## src/rtl/enc_pkg.sv

```systemverilog
// Shared parameters and state type for the 32-to-5 pending-bit encoder.
package enc_pkg;

    localparam int N  = 32;
    localparam int AW = 5;

    typedef enum logic {
        IDLE = 1'b0,
        EMIT = 1'b1
    } enc_state_t;

endpackage

```

## src/rtl/lsb_enc32to5.sv

```systemverilog
// Combinational lowest-set-bit encoder: index of lowest 1, any-set flag,
// and exactly-one-set flag.
module lsb_enc32to5
    import enc_pkg::*;
(
    input  logic [N-1:0]  vec,
    output logic [AW-1:0] idx,
    output logic          any,
    output logic          single
);

    logic [N-1:0] vec_m1;

    // Scan from the top so the lowest set bit wins.
    always_comb begin
        idx = '0;
        for (int i = N - 1; i >= 0; i--) begin
            if (vec[i]) begin
                idx = i[AW-1:0];
            end
        end
    end

    assign vec_m1 = vec - N'(1);
    assign any    = |vec;
    assign single = any && ((vec & vec_m1) == '0);

endmodule

```

## src/rtl/pend_enc32to5.sv

```systemverilog
// Sequential 32-to-5 encoder: accepts a request vector and emits the index
// of each set bit, lowest first, one per output handshake.
module pend_enc32to5
    import enc_pkg::*;
(
    input  logic          clk,
    input  logic          rst_n,
    input  logic          in_valid,
    output logic          in_ready,
    input  logic [N-1:0]  in_vec,
    output logic          out_valid,
    input  logic          out_ready,
    output logic [AW-1:0] adr,
    output logic [AW-1:0] seq,
    output logic          last,
    output logic          zero_drop
);

    enc_state_t    state_q, state_d;
    logic [N-1:0]  pend_q, pend_d;
    logic [AW-1:0] seq_q, seq_d;
    logic          zdrop_q, zdrop_d;

    logic [AW-1:0] low_idx;
    logic          low_any;
    logic          low_single;

    lsb_enc32to5 u_lsb (
        .vec    (pend_q),
        .idx    (low_idx),
        .any    (low_any),
        .single (low_single)
    );

    always_ff @(posedge clk or negedge rst_n) begin
        if (!rst_n) begin
            state_q <= IDLE;
            pend_q  <= '0;
            seq_q   <= '0;
            zdrop_q <= 1'b0;
        end else begin
            state_q <= state_d;
            pend_q  <= pend_d;
            seq_q   <= seq_d;
            zdrop_q <= zdrop_d;
        end
    end

    always_comb begin
        state_d = state_q;
        pend_d  = pend_q;
        seq_d   = seq_q;
        zdrop_d = 1'b0;
        case (state_q)
            IDLE: begin
                if (in_valid) begin
                    if (in_vec != '0) begin
                        pend_d  = in_vec;
                        seq_d   = '0;
                        state_d = EMIT;
                    end else begin
                        zdrop_d = 1'b1;
                    end
                end
            end
            EMIT: begin
                if (out_ready) begin
                    if (low_single) begin
                        pend_d  = '0;
                        seq_d   = '0;
                        state_d = IDLE;
                    end else begin
                        pend_d = pend_q & ~(N'(1) << low_idx);
                        seq_d  = seq_q + AW'(1);
                    end
                end
            end
            default: state_d = IDLE;
        endcase
    end

    // Outputs come only from registered state; adr is gated to 0 when idle.
    assign in_ready  = (state_q == IDLE);
    assign out_valid = (state_q == EMIT);
    assign adr       = out_valid ? low_idx : '0;
    assign seq       = out_valid ? seq_q : '0;
    assign last      = out_valid && low_any && low_single;
    assign zero_drop = zdrop_q;

endmodule

```

## config.mk

```make
export PLATFORM = sky130hd
export DESIGN_NAME = pend_enc32to5
export DESIGN_NICKNAME = d
export VERILOG_FILES = /design/src/rtl/enc_pkg.sv /design/src/rtl/lsb_enc32to5.sv /design/src/rtl/pend_enc32to5.sv
export SDC_FILE = /design/constraint.sdc
export NUM_CORES = 1
export LEC_CHECK = 0
export ABC_AREA = 1
export CORE_MARGIN = 1
export CORE_UTILIZATION = 48
export CTS_CLUSTER_SIZE = 24
export DETAILED_ROUTE_END_ITERATION = 10
export PLACE_DENSITY = 0.86
export SLEW_MARGIN = 20
export SYNTH_ARGS = -nofsm -noshare
export SYNTH_HDL_FRONTEND = slang
export SYNTH_SLANG_ARGS = --single-unit
```

## constraint.sdc

```tcl
create_clock -name clk -period 2.6 [get_ports clk]
set_input_delay 0.52 -clock clk [delete_from_list [all_inputs] [get_ports clk]]
set_output_delay 0.52 -clock clk [all_outputs]
set_load 0.02 [all_outputs]
```

==> results of run 1 <==
## state kept, by name, indices dropped and copies added (netlist names)
| signal | flops |
|---|---|
| seq_q | 5 |
| pend_q | 32 |
| out_valid | 1 |
| zero_drop | 1 |
## path summary, 6_finish.rpt
| path | start | end | cells after the start |
|---|---|---|---|
| min in group clk | seq_q[4] | seq_q[4] | 2 |
| setup / recovery | pend_q[0] | last | 20 |
| setup reg to reg | pend_q[0] | seq_q[0] | 21 |
| max in group asynchronous | rst_n | pend_q[29] | 1 |
| hold reg to reg | seq_q[4] | seq_q[4] | 2 |
| hold / removal | rst_n | pend_q[19] | 1 |
## cells in the mapped netlist
library cell  number
nand2_1          105
nor2_1            71
inv_1             53
dfrtp_1           39
a31oi_1           34
nand3_1           23
clkbuf_1          16
o21ai_0           14
a21oi_1            9
nor4_1             8
or2_2              7
inv_2              6
nand4_1            5
nor3_1             5
nor2_2             3
nor2_4             3
a211oi_1           2
a41oi_1            2
nand2_2            2
nor3_2             2
o2111ai_1          2
o31ai_1            2
a21boi_0           1
a21boi_1           1
buf_1              1
ha_1               1
mux2i_1            1
nor2_8             1
nor4_2             1
o2111a_1           1
o211a_1            1
o211ai_1           1
o21ai_1            1
o31ai_2            1
xor2_1             1
## power groups by stage
| stage | sequential [mW] | combinational [mW] | clock, mW |
|---|---|---|---|
| 2_1_floorplan | 0.833 | 0.433 | 0 |
| 3_3_place_gp | 0.811 | 0.897 | 0 |
| 3_5_place_dp | 0.821 | 0.936 | 0 |
| 4_1_cts | 0.811 | 0.956 | 0.441 |
| 5_1_grt | 0.831 | 1.07 | 0.466 |
| 6_report | 0.818 | 0.979 | 0.447 |
## per-stage QoR
stage	util	hold slack, ns
floorplan	-	0.224
global placement	0.722	0.526
detailed placement	0.722	0.533
CTS	0.748	0.387
global route	0.755	0.431
finish	0.755	0.355
## cell usage in the layout, fill, tap and decap left out, types with 3 or more instances in the layout
cell type,synthesis,routed
clkbuf_8,0,6
nand4_1,5,5
o21ai_0,14,12
buf_2,0,3
nand2_1,105,103
inv_1,53,52
nor3_1,5,4
nor2_2,3,9
nand3_1,23,23
or2_2,7,7
nand2_2,2,4
clkdlybuf4s50_1,0,42
nor4_1,8,8
dfrtp_1,39,38
a21oi_1,9,6
inv_2,6,6
nor2_4,3,5
a21oi_2,0,3
buf_4,0,93
a31oi_1,34,34
nor2_1,71,63
## critical path, stage by stage (launching register included)
cell	delay [ns]
dfrtp_1	0.41
nor2_2	0.12
inv_2	0.06
nor2_4	0.09
inv_2	0.05
nor2_4	0.08
inv_2	0.06
nor2_4	0.13
inv_4	0.07
nor2_8	0.08
inv_2	0.05
nor2_2	0.08
inv_2	0.07
nor3_4	0.15
nor2_2	0.07
inv_1	0.06
o2111ai_1	0.13
nor4_2	0.33
nand2_2	0.14
nor2_4	0.10
buf_6	0.12
## layout make-up
cell class                      instances  area [sq um]
Fill cell                             386          1360
Sequential cell                        39           977
Tap cell                               72          90.1
Timing Repair Buffer                  143          1200
Clock buffer                            6          82.6
Multi-Input combinational cell        311          1600
Clock inverter                          1          5.00
Inverter                               59           224
## what timing repair did
action | in CTS | in global routing
endpoints found under the setup margin | 11 | 13
buffers inserted | 3 | 3
resized for setup | 42 | 12
pin swaps | 7 | 6
hold buffers | 0 | 0
## cell families after synthesis
logic type | after synthesis | synth area share
and+or+nand+nor | 236 | 0.374
adders and majority gates | 1 | 0.00448
muxes | 1 | 0.00359
xor gates and xnor gates | 1 | 0.00314
AOI/OAI and AO/OA | 72 | 0.163
buffers and inverters | 76 | 0.102
DFF | 39 | 0.350
## metal layers
metal  global-route usage  vias to the layer above
li1                     -                     1668
met3               0.0651                       44
met1                0.371                     1622
met2                0.549                      184
met4                0.172                        0
met5                    0                        -
==> impl_metrics.prom, run 1 <==
# TYPE chip_impl_metric gauge
chip_impl_info{name="outcome",value="finished, violations left"} 1
chip_impl_info{name="violations",value="negative setup slack"} 1
chip_impl_metric{name="power_switching_share",unit=""} 0.373
chip_impl_metric{name="synthesis.instances",unit=""} 426
chip_impl_metric{name="post_synth_num_cell_types",unit=""} 35
chip_impl_metric{name="placement_stage_worst_setup_slack",unit="ns"} -0.756
chip_impl_metric{name="met1Wirelength",unit="um"} 3730
chip_impl_metric{name="cap_violations",unit=""} 0
chip_impl_metric{name="p_int",unit="mW"} 1.41
chip_impl_metric{name="number_of_vias_per_cell_after_detailed_routing",unit=""} 5.58
chip_impl_info{name="timing.critical_path.from_type",value="flip-flop"} 1
chip_impl_metric{name="peakVddDrop",unit="V"} 0.000300
chip_impl_metric{name="crit_path_dat",unit="ns"} 2.75
chip_impl_info{name="cts_tree",value="built"} 1
chip_impl_metric{name="design.die.area",unit="sq um"} 6120
chip_impl_metric{name="number_of_synthesized_register_bits",unit=""} 39
chip_impl_metric{name="gpl.final_weighted_congestion",unit=""} 1.03
chip_impl_metric{name="die_y",unit="um"} 78.2
chip_impl_metric{name="wire_per_inst",unit="um"} 14.9
chip_impl_metric{name="drive_gt1_frac",unit=""} 0.274
chip_impl_metric{name="clkPwrFrac",unit=""} 0.199
chip_impl_metric{name="final.min_clock_period",unit="ns"} 3.27
chip_impl_metric{name="drcViolationCount",unit=""} 0
chip_impl_metric{name="setup_ws",unit="ns"} -0.671
chip_impl_info{name="criticalPathCategory",value="flip-flop to primary output"} 1
chip_impl_metric{name="skew",unit="ns"} 0.00760
chip_impl_metric{name="clock_latency_on_the_worst_skew_pair",unit="ns"} 0.30
chip_impl_metric{name="yosysWarnings",unit=""} 0
chip_impl_metric{name="clock_tree.buffer_depth",unit=""} 2
chip_impl_info{name="worst_setup_path_end_kind",value="primary output"} 1
chip_impl_metric{name="ios",unit=""} 50
chip_impl_metric{name="numCtsBuffers",unit=""} 5
chip_impl_info{name="dr.max_layer_used",value="met4"} 1
chip_impl_metric{name="static-leakage-power",unit="nW"} 2.07
chip_impl_metric{name="power.switching",unit="mW"} 0.837
chip_impl_metric{name="synth.top_cell.area_share",unit=""} 0.350
chip_impl_metric{name="yosysSeqAreaShare",unit=""} 0.350
chip_impl_metric{name="vias",unit=""} 3518
chip_impl_metric{name="timing.reg2reg.setup_slack",unit="ns"} -0.10
chip_impl_info{name="synth.largest_area_cell",value="dfrtp_1"} 1
chip_impl_metric{name="globalRoute.totalOverflow",unit=""} 0
chip_impl_metric{name="final_net_count",unit=""} 596
chip_impl_metric{name="grt_antenna_before_repair",unit=""} 0
chip_impl_metric{name="num_antenna_cells",unit=""} 0
chip_impl_metric{name="ctsHtreeMaxLevel",unit=""} 2
chip_impl_metric{name="worstPathRequired",unit="ns"} 2.08
chip_impl_metric{name="share_seq_of_total_power",unit=""} 0.364
chip_impl_metric{name="via_count_of_the_first_global_routing_pass",unit=""} 3479
chip_impl_metric{name="power-per-cell-area",unit="nW/um^2"} 537
chip_impl_info{name="rsz_0062_raised_after_global_routing",value="true"} 1
chip_impl_info{name="min_path_type",value="input port to async pin"} 1
chip_impl_metric{name="placed_cell_area",unit="sq um"} 4000
chip_impl_metric{name="post_synth_instance_area",unit="sq um"} 2790
chip_impl_metric{name="number_of_cell_rows",unit=""} 27
chip_impl_info{name="cts.root.buffer_cell",value="clkbuf_8"} 1
chip_impl_info{name="post_synth_main_area_contributors",value="dfrtp_1, nand2_1, nor2_1, a31oi_1, inv_1"} 1
chip_impl_metric{name="synth_area_per_cell",unit="sq um"} 6.55
chip_impl_metric{name="detail_route_antenna_nets",unit=""} 0
chip_impl_metric{name="timing.critical_path.fanout_max",unit=""} 4
chip_impl_metric{name="comb_power_share",unit=""} 0.436
chip_impl_metric{name="detailedRoute.firstIterationViolations",unit=""} 290
chip_impl_metric{name="floorplan_core_area",unit="sq um"} 5540
chip_impl_metric{name="achievable-frequency",unit="MHz"} 306
chip_impl_metric{name="gr-usage-all-layers",unit=""} 0.319
chip_impl_metric{name="number_of_instances_in_the_placed_design",unit=""} 618
chip_impl_metric{name="syn-num-nets",unit=""} 463
chip_impl_metric{name="port_buffers",unit=""} 49
chip_impl_metric{name="finalCritPeriodShare",unit=""} 1.26
chip_impl_metric{name="maximum_number_of_pins_on_one_net_before_global_route_repair",unit=""} 40
chip_impl_metric{name="hold_violations_final",unit=""} 0
chip_impl_metric{name="final_cell_area",unit="sq um"} 4180
chip_impl_metric{name="layout-area-overhead-vs-synth",unit="%"} 49.8
chip_impl_metric{name="timing.final.max_slew_violations",unit=""} 0
chip_impl_metric{name="met2_wirelength",unit="um"} 4630
chip_impl_metric{name="postRouteWirelength",unit="um"} 9410
chip_impl_metric{name="setup_total_negative_slack",unit="ns"} -1.87
chip_impl_metric{name="setup_viol_count_final",unit=""} 11
chip_impl_metric{name="wl_met3",unit="um"} 634
chip_impl_metric{name="tightest_slew",unit="ns"} 0.934
chip_impl_metric{name="floorplan.die.width",unit="um"} 78.2
chip_impl_metric{name="start_util",unit=""} 0.504
chip_impl_metric{name="cts.reportedPaths.clkPinSlew",unit="ns"} 0.08
chip_impl_metric{name="clock-sinks",unit=""} 39
chip_impl_metric{name="total_power",unit="mW"} 2.24
chip_impl_metric{name="half_perimeter_wire_length_of_the_detailed_placement_result",unit="um"} 6680
chip_impl_metric{name="number_of_search_and_repair_iterations_in_the_first_detailed_routing_pass",unit=""} 5
chip_impl_metric{name="layout_cells_excl_fill",unit=""} 631
chip_impl_metric{name="first_pass_grt_wire_length",unit="um"} 15400
chip_impl_metric{name="max_slew_margin",unit=""} 0.377
Power figures use the tool's default switching activity.
==> run 2: changes to the inputs <==
--- a/config.mk
+++ b/config.mk
@@ -10,7 +10,7 @@
 export CORE_UTILIZATION = 48
 export CTS_CLUSTER_SIZE = 24
 export DETAILED_ROUTE_END_ITERATION = 10
-export PLACE_DENSITY = 0.86
+export PLACE_DENSITY = 0.89
 export SLEW_MARGIN = 20
 export SYNTH_ARGS = -nofsm -noshare
 export SYNTH_HDL_FRONTEND = slang
==> run 2 against run 1 <==
The run still ends with negative setup slack left. Clock power fell by 4.7%. Final area rose by 3.6%. Setup slack got worse by 0.27 ns. Power rose by 4.2%. Clock skew fell by 0.0015 ns. Register-to-register slack got worse by 0.29 ns. Core utilization rose by 2.7 points. Sequential power barely moved. Via count rose by 13%. Sequential share of layout area fell by 0.85 points. Critical endpoint unchanged.
==> impl_metrics.prom, run 2 (synthesis results as in run 1) <==
# TYPE chip_impl_metric gauge
chip_impl_info{name="outcome",value="finished, violations left"} 1
chip_impl_info{name="violations",value="negative setup slack"} 1
chip_impl_metric{name="start_util",unit=""} 0.504
chip_impl_metric{name="peakVddDrop",unit="V"} 0.000354
chip_impl_metric{name="worstPathRequired",unit="ns"} 2.08
chip_impl_metric{name="half_perimeter_wire_length_of_the_detailed_placement_result",unit="um"} 6700
chip_impl_metric{name="number_of_search_and_repair_iterations_in_the_first_detailed_routing_pass",unit=""} 6
chip_impl_metric{name="wire_per_inst",unit="um"} 19.1
chip_impl_metric{name="globalRoute.totalOverflow",unit=""} 0
chip_impl_metric{name="cts.reportedPaths.clkPinSlew",unit="ns"} 0.08
chip_impl_metric{name="design.die.area",unit="sq um"} 6120
chip_impl_metric{name="max_slew_margin",unit=""} 0.403
chip_impl_metric{name="gr-usage-all-layers",unit=""} 0.393
chip_impl_metric{name="first_pass_grt_wire_length",unit="um"} 18300
chip_impl_info{name="criticalPathCategory",value="flip-flop to primary output"} 1
chip_impl_metric{name="timing.final.max_slew_violations",unit=""} 0
chip_impl_metric{name="skew",unit="ns"} 0.00605
chip_impl_info{name="biggestRegsByFlops",value="pend_q x32, seq_q x5"} 1
chip_impl_metric{name="numCtsBuffers",unit=""} 5
chip_impl_info{name="mostFrequentLayoutCell",value="nand2_1"} 1
chip_impl_metric{name="final.min_clock_period",unit="ns"} 3.54
chip_impl_metric{name="via_count_of_the_first_global_routing_pass",unit=""} 3741
chip_impl_metric{name="clock_latency_on_the_worst_skew_pair",unit="ns"} 0.31
chip_impl_metric{name="drcViolationCount",unit=""} 0
chip_impl_info{name="min_path_type",value="input port to async pin"} 1
chip_impl_metric{name="number_of_cell_rows",unit=""} 27
chip_impl_info{name="timing.critical_path.from_type",value="flip-flop"} 1
chip_impl_metric{name="hold_violations_final",unit=""} 0
chip_impl_metric{name="timing.critical_path.fanout_max",unit=""} 4
chip_impl_info{name="cts_tree",value="built"} 1
chip_impl_metric{name="clock_tree.buffer_depth",unit=""} 2
chip_impl_metric{name="cts.hold.buffers_added",unit=""} 0
chip_impl_metric{name="number_of_vias_per_cell_after_detailed_routing",unit=""} 6.19
chip_impl_info{name="rr_startpoint",value="pend_q[0]"} 1
chip_impl_metric{name="floorplan.die.width",unit="um"} 78.2
chip_impl_info{name="largest_register",value="pend_q"} 1
chip_impl_metric{name="die_y",unit="um"} 78.2
chip_impl_metric{name="port_buffers",unit=""} 49
chip_impl_metric{name="layout-area-overhead-vs-synth",unit="%"} 55.2
chip_impl_metric{name="clock-sinks",unit=""} 39
chip_impl_metric{name="vias",unit=""} 3959
chip_impl_metric{name="setup_viol_count_final",unit=""} 12
chip_impl_metric{name="detailedRoute.firstIterationViolations",unit=""} 605
chip_impl_metric{name="crit_path_dat",unit="ns"} 3.02
chip_impl_metric{name="finalCritPeriodShare",unit=""} 1.36
chip_impl_info{name="rsz_0062_raised_after_global_routing",value="true"} 1
chip_impl_metric{name="detail_route_antenna_nets",unit=""} 0
chip_impl_metric{name="final_net_count",unit=""} 604
chip_impl_metric{name="power-per-cell-area",unit="nW/um^2"} 539
chip_impl_metric{name="tightest_slew",unit="ns"} 0.895
chip_impl_metric{name="static-leakage-power",unit="nW"} 2.13
chip_impl_metric{name="setup_ws",unit="ns"} -0.941
chip_impl_metric{name="grt_antenna_before_repair",unit=""} 0
chip_impl_metric{name="achievable-frequency",unit="MHz"} 282
chip_impl_metric{name="drive_gt1_frac",unit=""} 0.303
chip_impl_metric{name="floorplan_core_area",unit="sq um"} 5540
chip_impl_metric{name="postRouteWirelength",unit="um"} 12200
chip_impl_metric{name="timing.reg2reg.setup_slack",unit="ns"} -0.39
chip_impl_metric{name="cap_violations",unit=""} 0
chip_impl_metric{name="gpl.final_weighted_congestion",unit=""} 1.04
chip_impl_metric{name="reg2regPathDepth",unit=""} 18
chip_impl_metric{name="ios",unit=""} 50
chip_impl_metric{name="largest_reg_flops",unit=""} 32
chip_impl_metric{name="ctsHtreeMaxLevel",unit=""} 2
chip_impl_metric{name="maximum_number_of_pins_on_one_net_before_global_route_repair",unit=""} 40
chip_impl_info{name="cts.root.buffer_cell",value="clkbuf_8"} 1
chip_impl_info{name="worst_setup_path_end_kind",value="primary output"} 1
chip_impl_metric{name="fin_util",unit=""} 0.782
chip_impl_metric{name="num_antenna_cells",unit=""} 0
chip_impl_info{name="layout.cells.most_common_list",value="nand2_1, buf_4, nor2_1"} 1
chip_impl_metric{name="setup_total_negative_slack",unit="ns"} -4.45
chip_impl_info{name="worstReg2RegEnd",value="out_valid"} 1
[run 2: cell count changes in the layout (fill, tap and decap cells not counted), sizes merged]
cell	before	now
buf	100	109
clkbuf	7	6
clkinvlp	0	1
[run 2: worst max-delay path by stage]
stage                     startpoint  endpoint  slack (ns)  cells after the start
after floorplan            pend_q[0]      last       -0.06                     19
after CTS                  pend_q[0]      last       -0.64                     20
final                      pend_q[0]      last       -0.94                     17
after detailed placement   pend_q[0]      last       -0.70                     20
after global routing       pend_q[0]      last       -1.15                     20
after global placement     pend_q[0]      last       -0.57                     17
[run 2: power by group]
part / switching (mW) / internal [mW] / total, mW / leakage, nW
combinational: 0.592 / 0.497 / 1.09 / 1.67
clock: 0.239 / 0.188 / 0.426 / 0.0412
sequential: 0.102 / 0.720 / 0.821 / 0.415
total: 0.932 / 1.40 / 2.34 / 2.13
[run 2: per-stage QoR]
stage	power (mW)	instances	hold slack [ns]	instance area [sq um]	setup WS [ns]
floorplan	1.27	426	0.224	2800	-0.0558
global placement	1.71	618	0.523	4000	-0.571
detailed placement	1.75	618	0.531	4000	-0.704
CTS	2.21	635	0.363	4220	-0.644
global route	2.44	640	0.407	4330	-1.15
finish	2.34	640	0.326	4330	-0.941
[run 2: critical path: stages, from the launching register on]
cell and delay [ns]:
dfrtp_1 0.41, nor2_2 0.13, inv_2 0.06, nor2_4 0.11
inv_2 0.06, nor2_4 0.09, inv_2 0.06, nor2_4 0.13
inv_4 0.08, nor2_8 0.10, buf_4 0.14, nand2_1 0.10
o21ai_0 0.33, nand3_1 0.15, nor4_2 0.37, nand2_2 0.15
nor2_4 0.11, buf_6 0.12
[run 2: metal layers]
metal / track usage / part of all wire / vias to the layer above / wire [um]
li1: - / - / 1684 / -
met1: 0.447 / 0.34 / 1785 / 4210
met2: 0.639 / 0.46 / 353 / 5600
met3: 0.0977 / 0.098 / 137 / 1200
met4: 0.291 / 0.099 / 0 / 1210
met5: 0 / 0 / - / 0
[run 2: layout make-up]
type | count | area, sq um
clock buffers | 6 | 72.6
clock inverters | 2 | 12.5
fillers | 341 | 1210
inverters | 59 | 224
multi-input cells | 311 | 1680
flip-flops and latches | 39 | 976
well taps | 72 | 90.1
repair buffers | 151 | 1270
[run 2: timing repair]
| action | CTS | global route |
|---|---|---|
| pin swaps | 4 | 11 |
| resized for setup | 49 | 28 |
| setup endpoints to repair | 11 | 44 |
| hold endpoints to repair | 0 | 0 |
| buffers inserted | 9 | 6 |
